$ cat src/rtl/usr_shift_ctrl.sv
// Sequencer for a 4-bit universal shift register: loads a handshaked word, then shifts it out serially.
// Optional rotate mode (in_rot port) is enabled by defining USR_CTRL_ROTATE_EN.
module usr_shift_ctrl #(
    parameter int unsigned WIDTH = 4,
    parameter int unsigned CNT_W = 3
) (
    input  logic             clk,
    input  logic             rst,
    input  logic             in_valid,
    output logic             in_ready,
    input  logic [WIDTH-1:0] in_data,
    input  logic             in_dir,
    input  logic             fill_bit,
`ifdef USR_CTRL_ROTATE_EN
    input  logic             in_rot,
`endif
    output logic             S1,
    output logic             S0,
    output logic             MSB_in,
    output logic             LSB_in,
    output logic [WIDTH-1:0] I,
    input  logic [WIDTH-1:0] Q,
    output logic             ser_out,
    output logic             ser_valid,
    output logic             busy,
    output logic             done
);

    localparam logic [CNT_W-1:0] LAST_CNT = CNT_W'(WIDTH - 1);
    localparam logic [WIDTH-1:0] LSB_MASK = WIDTH'(1);
    localparam logic [WIDTH-1:0] MSB_MASK = WIDTH'(1) << (WIDTH - 1);

    typedef enum logic [1:0] {
        IDLE  = 2'd0,
        LOAD  = 2'd1,
        SHIFT = 2'd2,
        DONE  = 2'd3
    } state_t;

    state_t           state_q;
    state_t           state_d;
    logic [CNT_W-1:0] cnt_q;
    logic             dir_q;
    logic             fill_q;
    logic             accept;
    logic             out_bit;
    logic             serial_in;

    assign accept = (state_q == IDLE) && in_valid;

    // Bit leaving the register this cycle: Q[0] for right shifts, Q[WIDTH-1] for left shifts.
    assign out_bit = |(Q & (dir_q ? MSB_MASK : LSB_MASK));

`ifdef USR_CTRL_ROTATE_EN
    logic rot_q;

    always_ff @(posedge clk or negedge rst) begin
        if (!rst) begin
            rot_q <= 1'b0;
        end else if (accept) begin
            rot_q <= in_rot;
        end
    end

    // Rotation feeds the outgoing bit back into the vacated end.
    assign serial_in = rot_q ? out_bit : fill_q;
`else
    assign serial_in = fill_q;
`endif

    // State, captured word/controls and shift counter.
    always_ff @(posedge clk or negedge rst) begin
        if (!rst) begin
            state_q <= IDLE;
            cnt_q   <= '0;
            dir_q   <= 1'b0;
            fill_q  <= 1'b0;
            I       <= '0;
        end else begin
            state_q <= state_d;
            if (accept) begin
                I      <= in_data;
                dir_q  <= in_dir;
                fill_q <= fill_bit;
            end
            if (state_q == LOAD) begin
                cnt_q <= '0;
            end else if (state_q == SHIFT) begin
                cnt_q <= cnt_q + CNT_W'(1);
            end
        end
    end

    // Next-state and Moore output decode.
    always_comb begin
        state_d   = state_q;
        in_ready  = 1'b0;
        S1        = 1'b0;
        S0        = 1'b0;
        MSB_in    = 1'b0;
        LSB_in    = 1'b0;
        ser_out   = 1'b0;
        ser_valid = 1'b0;
        busy      = 1'b0;
        done      = 1'b0;
        case (state_q)
            IDLE: begin
                in_ready = rst;
                if (in_valid) begin
                    state_d = LOAD;
                end
            end
            LOAD: begin
                S1      = 1'b1;
                S0      = 1'b1;
                busy    = 1'b1;
                state_d = SHIFT;
            end
            SHIFT: begin
                S1        = dir_q;
                S0        = ~dir_q;
                MSB_in    = ~dir_q & serial_in;
                LSB_in    = dir_q & serial_in;
                ser_out   = out_bit;
                ser_valid = 1'b1;
                busy      = 1'b1;
                if (cnt_q == LAST_CNT) begin
                    state_d = DONE;
                end
            end
            DONE: begin
                busy    = 1'b1;
                done    = 1'b1;
                state_d = IDLE;
            end
            default: state_d = IDLE;
        endcase
    end

endmodule

$ cat config.mk
export PLATFORM = sky130hd
export DESIGN_NAME = usr_shift_ctrl
export DESIGN_NICKNAME = d
export VERILOG_FILES = /design/src/rtl/usr_shift_ctrl.sv
export SDC_FILE = /design/constraint.sdc
export NUM_CORES = 1
export LEC_CHECK = 0
export BUFFER_PORTS_ARGS = -buffer_cell sky130_fd_sc_hd__buf_2
export CORE_UTILIZATION = 30
export CTS_CLUSTER_SIZE = 24
export DETAILED_ROUTE_END_ITERATION = 6
export SLEW_MARGIN = 20
export SYNTH_ARGS = -nofsm -noshare
export SYNTH_HDL_FRONTEND = slang
export SYNTH_SLANG_ARGS = --single-unit
export TNS_END_PERCENT = 30
$ cat constraint.sdc
create_clock -name clk -period 1.4 [get_ports clk]
set_input_delay 0.42 -clock clk [delete_from_list [all_inputs] [get_ports clk]]
set_output_delay 0.42 -clock clk [all_outputs]
set_load 0.005 [all_outputs]
==> results.tsv <==
metric	value	unit
status	finished, violations left	
violated checks	setup timing	
HP Class	in2async	
flops & latches, synth	11	
post-route cell area	945	um2
clock root buffer	clkbuf_4	
Avg WL per Cell	11.3	um
Slew Limit Headroom	82.8	%
router iterations before antenna repair	4	
Starting Density	33.3	%
Post-Route WL	1270	um
Yosys Warn Count	0	
initial antenna violation count	0	
synthesized area	594	um2
count of cell types in the netlist	20	
cells after synthesis	49	
I/O Pins	26	
Worst Reg-to-Reg Cells	5	
post-DR vias/cell	4.44	
vias in the first global route	422	
Setup Viol. Count Final	9	
Clock Pin Slew Worst Setup and Hold Paths	0.07	ns
Max IR drop VDD	952	uV
r2r setup slk	0.01	ns
Port Buffers	23	
cts bufs inserted	3	
CTS Sinks	11	
crit path capture type	output port	
Post-synth top cells	11 x dfrtp_1, 7 x ha_1, 6 x mux2_2	
CTS tree	built	
crit path launch	state_q[1]	
Max Fclk	579	MHz
routability cong.	0.732	
grt total ovfl	0	
Die Ht	46.5	um
fin nets	108	
crit path kind	reg2out	
crit start category	flip-flop	
Leak Pwr	0.467	nW
CP Capture Point	S0	
Yosys top cell area share	46.3	%
Fin. Hold Viols	0	
Syn Area/Cell	12.1	um2
Synth area leaders	dfrtp_1 46%, ha_1 15%, mux2_2 11%, mux2i_1 3.4%, inv_1 3.2%	
Final Slew Violations	0	
Die X	46.5	um
setup ws final	-0.328	ns
Required @ worst endpoint	0.98	ns
area grow syn2layout	58.9	%
clk buf depth	2	
Tmin final	1.73	ns
predominant post-synthesis flop cell	dfrtp_1	
Post-DP HPWL	923	um
Rows	15	
worst r2r src	state_q[1]	
Least-Margin Pin Slew	0.258	ns
Placeable Area	1780	um2
total track usage	12.3	%
asr flop ratio synth	100	%
Max-cap violations	0	
area leader, netlist	dfrtp_1	
# DRC	0	
Critical R2R Capture	state_q[1]	
Arrival @ worst endpoint	1.31	ns
layout cells sized above 1	66.7	%
crit path max fanout	4	
largest net degree at the start of global routing	12	
Post-synth EDFFs	0	
Post-Syn Nets	69	
DR iter-0 viols	2	
Vias	497	
RSZ-0062 raised after global routing	yes	
Cell Area, Placed	808	um2
Die Area	2160	um2
Routed Antenna Nets	0	
most frequent cell after synthesis	dfrtp_1	
fin util	53.0	%
Setup Skew	0.00196	ns
n_diodes	0	
worst skew pair latency	0.26	ns
first-pass GRT wire length	1810	um
number of H-tree levels	1	
period utilization	123	%
post-synthesis sequential area ratio	46.3	%
hold_buf cts	0	
PD cells	2430	nW/um2
logic make-up (layout without fill, tap and decap cells):
family	Yosys count	in the layout	synth area share, %
flip-flops	11	11	46.3
AND/OR/NAND/NOR	10	10	9.69
multiplexers	9	9	17.3
adder cells (fa/ha/maj)	7	7	14.7
AO/OA/AOI/OAI	6	6	8.21
buffers and inverters	6	44	3.79
power by group:
group / internal (mW) / switching (mW) / leakage [nW]
Combinational: 0.880 / 0.579 / 0.321
Clock: 0.110 / 0.107 / 0.0150
Sequential: 0.486 / 0.133 / 0.131
Total: 1.48 / 0.818 / 0.467
worst min path at each step:
| stage | from | to | slack [ns] | cells after the start |
|---|---|---|---|---|
| floorplan | rst | I[0] | 0.12 | 0 |
| global placement | rst | fill_q | 0.37 | 2 |
| detailed placement | rst | fill_q | 0.37 | 2 |
| CTS | rst | fill_q | 0.08 | 2 |
| global route | rst | dir_q | 0.09 | 2 |
| finish | rst | I[1] | 0.08 | 2 |
flip-flops by register name (all words and copies together) (netlist names):
| register | cells |
|---|---|
| I | 4 |
| cnt_q | 3 |
| state_q | 2 |
| dir_q | 1 |
| fill_q | 1 |
metrics by stage:
stage | setup TNS (ns) | power, mW | cells | setup slack, ns | hold slack, ns
3_5_place_dp | -0.216 | 1.75 | 106 | -0.0724 | 0.371
6_report | -2.17 | 2.29 | 112 | -0.328 | 0.0832
3_3_place_gp | -0.168 | 1.72 | 106 | -0.0674 | 0.365
5_1_grt | -2.91 | 2.49 | 112 | -0.403 | 0.0890
2_1_floorplan | -0.00121 | 1.25 | 49 | -0.00121 | 0.124
4_1_cts | -2.21 | 2.19 | 112 | -0.321 | 0.0847
per-layer routing:
metal  vias to the layer above  routed length (um)  global-route usage, %
met5                         -                   0                      0
li1                        239                   -                      -
met4                         0                   0                   8.82
met2                        14                 682                   20.3
met3                         0                  39                   1.18
met1                       244                 549                   14.8
layout by cell type (no fill, tap or decap), drive strengths merged:
| cell | synthesis | final |
|---|---|---|
| nor2b | 3 | 3 |
| nor2 | 1 | 1 |
| mux2i | 2 | 2 |
| nand2 | 2 | 2 |
| nand2b | 1 | 1 |
| o21ai | 1 | 1 |
| o22a | 1 | 1 |
| and3 | 1 | 1 |
| a2bb2oi | 1 | 1 |
| o22ai | 1 | 1 |
| and2 | 1 | 1 |
| mux2 | 7 | 7 |
| buf | 0 | 34 |
| o21a | 1 | 1 |
| clkbuf | 0 | 4 |
| ha | 7 | 7 |
| inv | 6 | 6 |
| a21oi | 1 | 1 |
| dfrtp | 11 | 11 |
| nand3b | 1 | 1 |
layout make-up:
type / count / area, um2
Timing Repair Buffer: 34 / 214
Inverter: 6 / 25.0
Multi-Input combinational cell: 32 / 372
Fill cell: 148 / 838
Sequential cell: 11 / 277
Tap cell: 25 / 31.3
Clock buffer: 4 / 26.3
critical path, cell delays in order, from the launching register on:
cell     delay, ns
dfrtp_2       0.46
ha_4          0.18
nor2b_4       0.12
o21a_1        0.17
buf_2         0.12
timing repair:
item / in CTS / in global routing
pin swaps: 3 / 0
gates resized for setup: 13 / 6
buffers inserted: 2 / 0
endpoints found under the setup margin: 16 / 16
Note: power is estimated with default switching activity, not from simulation.
